==> src/rtl/ipv4_decoder_if.sv <==
// Word stream into the IPv4 header decoder and the parsed results / payload it forwards.
interface ipv4_decoder_if;
    logic [31:0] data;
    logic        start;
    logic [31:0] src_ip;
    logic [31:0] dest_ip;
    logic [7:0]  protocol;
    logic [15:0] len_payload;
    logic [31:0] data_ip;
    logic        wr_en;
    logic        start_udp;
    logic        ok;
    logic        fin;

    modport master (
        output data, start,
        input  src_ip, dest_ip, protocol, len_payload, data_ip, wr_en, start_udp, ok, fin
    );

    modport slave (
        input  data, start,
        output src_ip, dest_ip, protocol, len_payload, data_ip, wr_en, start_udp, ok, fin
    );
endinterface

==> src/rtl/ipv4_decoder.sv <==
// IPv4 receive header stage: parses and validates the header, skips options,
// forwards payload words and kicks the downstream UDP decoder for valid UDP packets.
module ipv4_decoder (
    input  logic          clk,
    input  logic          reset,
    ipv4_decoder_if.slave bus
);
    localparam int unsigned WORD_W = 32;
    localparam int unsigned IDX_W  = 4;
    localparam int unsigned WCNT_W = 14;
    localparam int unsigned CSUM_W = 16;
    localparam int unsigned LEN_W  = 16;
    localparam logic [7:0]  PROTO_UDP = 8'h11;

    typedef enum logic [1:0] {IDLE, HDR, PAYLOAD, FIN} state_t;

    state_t              state_q, state_d;
    logic [IDX_W-1:0]    hdr_idx_q, hdr_idx_d;
    logic [WCNT_W-1:0]   words_left_q, words_left_d;
    logic [3:0]          ihl_q, ihl_d;
    logic [3:0]          version_q, version_d;
    logic                frag_q, frag_d;
    logic [CSUM_W-1:0]   csum_q, csum_d;
    logic                hdr_valid_q, hdr_valid_d;
    logic                first_q, first_d;

    logic [WORD_W-1:0]   src_ip_q, src_ip_d;
    logic [WORD_W-1:0]   dest_ip_q, dest_ip_d;
    logic [7:0]          protocol_q, protocol_d;
    logic [LEN_W-1:0]    len_payload_q, len_payload_d;
    logic [WORD_W-1:0]   data_ip_q, data_ip_d;
    logic                wr_en_q, wr_en_d;
    logic                start_udp_q, start_udp_d;
    logic                ok_q, ok_d;
    logic                fin_q, fin_d;

    logic [CSUM_W-1:0]   csum_next;
    logic [LEN_W-1:0]    hdr_bytes0;
    logic                abort0;
    logic [WCNT_W-1:0]   pay_words;
    logic                last_hdr;

    // One's-complement add of both halves of a word, end-around carries folded twice.
    function automatic logic [CSUM_W-1:0] csum_add(input logic [CSUM_W-1:0] acc,
                                                   input logic [WORD_W-1:0] word);
        logic [17:0] s;
        logic [16:0] t;
        s = 18'(acc) + 18'(word[31:16]) + 18'(word[15:0]);
        t = 17'(s[15:0]) + 17'(s[17:16]);
        return t[15:0] + 16'(t[16]);
    endfunction

    assign csum_next  = csum_add(csum_q, bus.data);
    assign hdr_bytes0 = {10'd0, bus.data[27:24], 2'b00};
    assign abort0     = (bus.data[27:24] < 4'd5) || (bus.data[15:0] < hdr_bytes0);
    assign pay_words  = WCNT_W'((17'(len_payload_q) + 17'd3) >> 2);
    assign last_hdr   = (hdr_idx_q == (ihl_q - 4'd1));

    always_ff @(posedge clk) begin
        if (reset) begin
            state_q       <= IDLE;
            hdr_idx_q     <= '0;
            words_left_q  <= '0;
            ihl_q         <= '0;
            version_q     <= '0;
            frag_q        <= 1'b0;
            csum_q        <= '0;
            hdr_valid_q   <= 1'b0;
            first_q       <= 1'b0;
            src_ip_q      <= '0;
            dest_ip_q     <= '0;
            protocol_q    <= '0;
            len_payload_q <= '0;
            data_ip_q     <= '0;
            wr_en_q       <= 1'b0;
            start_udp_q   <= 1'b0;
            ok_q          <= 1'b0;
            fin_q         <= 1'b0;
        end else begin
            state_q       <= state_d;
            hdr_idx_q     <= hdr_idx_d;
            words_left_q  <= words_left_d;
            ihl_q         <= ihl_d;
            version_q     <= version_d;
            frag_q        <= frag_d;
            csum_q        <= csum_d;
            hdr_valid_q   <= hdr_valid_d;
            first_q       <= first_d;
            src_ip_q      <= src_ip_d;
            dest_ip_q     <= dest_ip_d;
            protocol_q    <= protocol_d;
            len_payload_q <= len_payload_d;
            data_ip_q     <= data_ip_d;
            wr_en_q       <= wr_en_d;
            start_udp_q   <= start_udp_d;
            ok_q          <= ok_d;
            fin_q         <= fin_d;
        end
    end

    always_comb begin
        state_d       = state_q;
        hdr_idx_d     = hdr_idx_q;
        words_left_d  = words_left_q;
        ihl_d         = ihl_q;
        version_d     = version_q;
        frag_d        = frag_q;
        csum_d        = csum_q;
        hdr_valid_d   = hdr_valid_q;
        first_d       = first_q;
        src_ip_d      = src_ip_q;
        dest_ip_d     = dest_ip_q;
        protocol_d    = protocol_q;
        len_payload_d = len_payload_q;
        data_ip_d     = data_ip_q;
        wr_en_d       = wr_en_q;
        start_udp_d   = start_udp_q;
        ok_d          = ok_q;
        fin_d         = fin_q;

        case (state_q)
            IDLE: begin
                if (bus.start) begin
                    version_d   = bus.data[31:28];
                    ihl_d       = bus.data[27:24];
                    csum_d      = csum_add('0, bus.data);
                    hdr_idx_d   = 4'd1;
                    frag_d      = 1'b0;
                    hdr_valid_d = 1'b0;
                    // A malformed length field ends the packet before any payload is touched.
                    if (abort0) begin
                        state_d = FIN;
                    end else begin
                        state_d       = HDR;
                        len_payload_d = bus.data[15:0] - hdr_bytes0;
                    end
                end
            end

            HDR: begin
                csum_d    = csum_next;
                hdr_idx_d = hdr_idx_q + 4'd1;
                case (hdr_idx_q)
                    4'd1:    frag_d     = bus.data[13] || (|bus.data[12:0]);
                    4'd2:    protocol_d = bus.data[23:16];
                    4'd3:    src_ip_d   = bus.data;
                    4'd4:    dest_ip_d  = bus.data;
                    default: ;
                endcase
                if (last_hdr) begin
                    hdr_valid_d  = (version_q == 4'd4) && (csum_next == 16'hFFFF) && !frag_q;
                    words_left_d = pay_words;
                    first_d      = 1'b1;
                    state_d      = (pay_words == '0) ? FIN : PAYLOAD;
                end
            end

            PAYLOAD: begin
                data_ip_d    = bus.data;
                wr_en_d      = hdr_valid_q;
                start_udp_d  = first_q && hdr_valid_q && (protocol_q == PROTO_UDP);
                first_d      = 1'b0;
                words_left_d = words_left_q - WCNT_W'(1);
                if (words_left_q == WCNT_W'(1)) begin
                    state_d = FIN;
                end
            end

            FIN: begin
                data_ip_d   = '0;
                wr_en_d     = 1'b0;
                start_udp_d = 1'b0;
                fin_d       = 1'b1;
                ok_d        = hdr_valid_q;
            end
        endcase
    end

    assign bus.src_ip      = src_ip_q;
    assign bus.dest_ip     = dest_ip_q;
    assign bus.protocol    = protocol_q;
    assign bus.len_payload = len_payload_q;
    assign bus.data_ip     = data_ip_q;
    assign bus.wr_en       = wr_en_q;
    assign bus.start_udp   = start_udp_q;
    assign bus.ok          = ok_q;
    assign bus.fin         = fin_q;
endmodule

==> src/flat_wrapper.sv <==
// flat-port wrapper written by rule: the top's interface ports become plain ports
module ipv4_decoder_flat 
  (clk, reset, bus_data, bus_start, bus_src_ip, bus_dest_ip, bus_protocol, bus_len_payload, bus_data_ip, bus_wr_en, bus_start_udp, bus_ok, bus_fin);
  ipv4_decoder_if bus_i ();
  input  logic clk;
  input  logic reset;
  input wire logic [$bits(bus_i.data)-1:0] bus_data;
  input wire logic [$bits(bus_i.start)-1:0] bus_start;
  output wire logic [$bits(bus_i.src_ip)-1:0] bus_src_ip;
  output wire logic [$bits(bus_i.dest_ip)-1:0] bus_dest_ip;
  output wire logic [$bits(bus_i.protocol)-1:0] bus_protocol;
  output wire logic [$bits(bus_i.len_payload)-1:0] bus_len_payload;
  output wire logic [$bits(bus_i.data_ip)-1:0] bus_data_ip;
  output wire logic [$bits(bus_i.wr_en)-1:0] bus_wr_en;
  output wire logic [$bits(bus_i.start_udp)-1:0] bus_start_udp;
  output wire logic [$bits(bus_i.ok)-1:0] bus_ok;
  output wire logic [$bits(bus_i.fin)-1:0] bus_fin;
  assign bus_i.data = bus_data;
  assign bus_i.start = bus_start;
  assign bus_src_ip = bus_i.src_ip;
  assign bus_dest_ip = bus_i.dest_ip;
  assign bus_protocol = bus_i.protocol;
  assign bus_len_payload = bus_i.len_payload;
  assign bus_data_ip = bus_i.data_ip;
  assign bus_wr_en = bus_i.wr_en;
  assign bus_start_udp = bus_i.start_udp;
  assign bus_ok = bus_i.ok;
  assign bus_fin = bus_i.fin;
  ipv4_decoder u_core (.clk(clk), .reset(reset), .bus(bus_i));
endmodule
==> config.mk <==
export PLATFORM = sky130hd
export DESIGN_NAME = ipv4_decoder_flat
export DESIGN_NICKNAME = d
export VERILOG_FILES = /design/src/rtl/ipv4_decoder_if.sv /design/src/rtl/ipv4_decoder.sv /design/src/flat_wrapper.sv
export SDC_FILE = /design/constraint.sdc
export NUM_CORES = 1
export LEC_CHECK = 0
export ABC_AREA = 1
export CAP_MARGIN = 15
export CORE_UTILIZATION = 50
export CTS_BUF_LIST = sky130_fd_sc_hd__clkbuf_16
export CTS_CLUSTER_SIZE = 25
export DETAILED_ROUTE_END_ITERATION = 8
export GPL_ROUTABILITY_DRIVEN = 1
export PLACE_DENSITY = 0.74
export SLEW_MARGIN = 0
export SYNTH_ARGS = -nofsm -noshare
export SYNTH_HDL_FRONTEND = slang
export SYNTH_SLANG_ARGS = --single-unit
==> constraint.sdc <==
create_clock -name clk -period 20.3 [get_ports clk]
set_input_delay 2.03 -clock clk [delete_from_list [all_inputs] [get_ports clk]]
set_output_delay 2.03 -clock clk [all_outputs]
set_load 0.01 [all_outputs]
==> out/metrics.yaml <==
floorplan.initialDensity_pct: 50.9
detail-route-antenna-nets: 0
synth_top_area_cell: "sky130_fd_sc_hd__dfxtp_1"
post_synth_main_area_contributors: "sky130_fd_sc_hd__dfxtp_1 29%, sky130_fd_sc_hd__nand2_1 11%, sky130_fd_sc_hd__inv_1 8.4%"
grtUsageTotal_pct: 32.6
post_cts_resized: 0
syn-instance-count: 1841
globalRouteOverflowTotal: 0
finalCriticalPeriod_ps: 9210
final_setup_vio_count: 0
tritoncts_sink_count: 171
hold_viol: 0
p_sw_share_pct: 52.7
cp_num_cells: 49
grt_setup_unrepaired: "no"
io_buffer_count: 158
die_w_um: 156
cp_common_cell: "sky130_fd_sc_hd__nand2_1"
cts.clk_slew.worst_paths_ps: 80
hold-path-cell-count: 2
power_frac_comb_pct: 62.8
avgRoutedWirePerCell_um: 17.1
layout-drive-gt1-share_pct: 7.73
num_antenna_cells: 0
synth_cell_type_count: 52
cellPowerDensity_mw_per_mm2: 149
critPathMaxFanout: 6
clk-insertion-delay-late_ps: 450
worstPathBufferInverterCount: 6
regToRegSetupSlack_ps: 13000
clock_tree.htree_level_count: 4
cts-buffers-inserted: 17
synth.avg_cell_area_um2: 6.47
synth_adder_area_share_pct: 8.30
synth.yosys.seq_area_share_pct: 28.7
max_slew_margin_pct: 40.4
design.die.area_mm2: 0.0244
final_area_mm2: 0.0145
cp_top_family: "simple AND/OR/NAND/NOR gates"
synth.yosys.warnings: 0
p_leak_nw: 6.56
synth-edff-count: 0
finalClockSkew_ps: 22.5
synth_top_family_by_area: "simple AND/OR/NAND/NOR gates"
yosysTopAreaCellShare_pct: 28.7
drc: 0
worst-r2r-cell-count: 49
synth-xor-area-share_pct: 3.69
vias_in_the_first_global_route: 11300
dp.final_hpwl_um: 30100
share_seq_of_total_power_pct: 20.9
cts_hold_buf: 0
drt_pass1_iterations: 5
floorplan.rows: 56
io_pins: 159
pnr_total_power_mw: 2.16
finalWirelength_um: 39600
mux_cell_area_share_after_synthesis_pct: 0
worstHoldPathType: "flip-flop to flip-flop"
maxCapViolations: 0
worst_ir_drop_vdd_mv: 0.0887
fmax_mhz: 109
area_growth_syn_to_fin_pct: 21.4
final_nets: 2091
post_synth_and_or_nand_nor_area_fraction_pct: 30.9
ys_async_sr_fraction_pct: 0
final_max_slew_viol_count: 0
dr_total_vias: 12600
tns_ps: 0
switchingPower_mw: 1.14
synth_commonest_cells: "353 x sky130_fd_sc_hd__nand2_1, 268 x sky130_fd_sc_hd__inv_1, 180 x sky130_fd_sc_hd__nor2_1"
max-clock-path-buffers: 2
cts_post_setup_buffers_inserted: 0
clockPowerShare_pct: 16.3
post_dp_cell_area_mm2: 0.0138
timing.critical_path.slowest_stage_cell: "sky130_fd_sc_hd__clkdlybuf4s50_1"
synth_compound_area_share_pct: 17.6
grt_pass1_wl_um: 61200
max_slew.worst_pin.slew_ps: 894
synth.most_common_cell: "sky130_fd_sc_hd__nand2_1"
floorplan.core_area_mm2: 0.0234
endpoint_kind: "flip-flop"
critPathLaunchType: "input pin"
cts-root-buf: "sky130_fd_sc_hd__clkbuf_16"
run_status: "completed"
detail_route.vias_per_cell: 5.44
grt_start_max_net_pins: 95
fp.dieH_um: 156
timing.critical_path.slowest_cell_delay_ps: 650
yosys_register_bits: 171
postSynthNetCount: 1952
place_congestion: 0.939
criticalPathCategory: "input pin to flip-flop"
critPathRequiredTime_ps: 20680
syn-cell-area_mm2: 0.0119
internal_power_mw: 1.02
min_period_over_period_pct: 45.4
tritoncts: "done"
timing.critical_path.arrival_ps: 9590
detail_route.iter0.violations: 893
ys.flop_type: "sky130_fd_sc_hd__dfxtp_1"
antenna_found_initial: 0
==> sequential cells by signal (all words and copies together), names as in the netlist <==
name and count:
u_core.bus.len_payload 16, u_core.bus.wr_en 1, u_core.bus.dest_ip 32, u_core.ihl_q 4, u_core.version_q 4, u_core.words_left_q 14, u_core.bus.protocol 8, u_core.hdr_valid_q 1
u_core.state_q 2, u_core.hdr_idx_q 4, u_core.csum_q 16, u_core.bus.start_udp 1, u_core.bus.data_ip 32, u_core.first_q 1, u_core.bus.ok 1, u_core.bus.src_ip 32
u_core.bus.fin 1, u_core.frag_q 1
==> kinds of logic after synthesis <==
family	count (synthesis)
DFF	171
buffers and inverters	341
xor gates and xnor gates	48
adders and majority gates	76
AOI/OAI and AO/OA	396
and+or+nand+nor	809
==> worst paths after layout <==
kind,to,start
setup reg to reg,u_core.hdr_valid_q,u_core.csum_q[0]
setup / recovery,u_core.hdr_valid_q,bus_data[17]
hold / removal,u_core.bus.src_ip[7],u_core.bus.src_ip[7]
hold reg to reg,u_core.bus.src_ip[7],u_core.bus.src_ip[7]
==> power by group through the flow <==
stage | sequential, mW | clock (mW) | combinational [mW]
detailed placement | 0.455 | 0 | 1.33
CTS | 0.448 | 0.353 | 1.34
global placement | 0.454 | 0 | 1.32
floorplan | 0.456 | 0 | 0.951
finish | 0.451 | 0.352 | 1.35
global route | 0.456 | 0.367 | 1.51
==> layout by cell type (no fill, tap or decap), drive strengths merged <==
| cell type | count |
|---|---|
| a211oi | 4 |
| a21boi | 1 |
| a21o | 3 |
| a21oi | 168 |
| a221oi | 1 |
| a311oi | 1 |
| a31o | 1 |
| a31oi | 9 |
| a41oi | 1 |
| and2 | 4 |
| buf | 15 |
| clkbuf | 17 |
| clkdlybuf4s50 | 158 |
| clkinv | 7 |
| dfxtp | 171 |
| fa | 5 |
| ha | 71 |
| inv | 296 |
| nand2 | 386 |
| nand3 | 131 |
| nand3b | 4 |
| nand4 | 45 |
| nor2 | 206 |
| nor2b | 1 |
| nor3 | 15 |
| nor4 | 8 |
| nor4b | 1 |
| o211ai | 8 |
| o21a | 1 |
| o21ai | 184 |
| o21bai | 4 |
| o221ai | 4 |
| o22ai | 1 |
| o311ai | 1 |
| o31ai | 4 |
| or2 | 7 |
| or4 | 1 |
| xnor2 | 11 |
| xor2 | 37 |
==> per-layer routing <==
metal  GRT usage, %  share of wire [%]  vias up
met4           10.2                2.5        0
met2           55.0                 46      437
met5              0                  0        -
met3           4.13                7.1       63
li1               -                  -     6303
met1           43.1                 44     5783
==> area by class of cell <==
| class | count | area [um2] |
|---|---|---|
| Timing Repair Buffer | 173 | 1690 |
| Sequential cell | 171 | 3420 |
| Fill cell | 2237 | 8940 |
| Inverter | 288 | 1080 |
| Clock inverter | 15 | 220 |
| Multi-Input combinational cell | 1329 | 7220 |
| Clock buffer | 17 | 425 |
| Tap cell | 319 | 399 |
==> worst register-to-register path, delay by kind of cell, from the launching register on <==
family | cells | cell delay [ps]
AO/OA/AOI/OAI | 8 | 1400
XOR/XNOR | 1 | 140
adder cells (fa/ha/maj) | 6 | 1610
buffers and inverters | 5 | 320
flip-flops | 1 | 340
AND/OR/NAND/NOR | 29 | 3430
==> per-stage QoR <==
step                      worst slack (ps)  hold slack (ps)  utilization [%]  std cells
after CTS                            11110              449             61.8       2312
after floorplan                      12080              429                -       1841
after detailed placement             10670              437             59.0       2280
after global routing                 10200              464             61.8       2312
final                                11090              450             61.8       2312
after global placement               10940              432             59.0       2280
No activity file was read; power rests on OpenSTA's default activity.
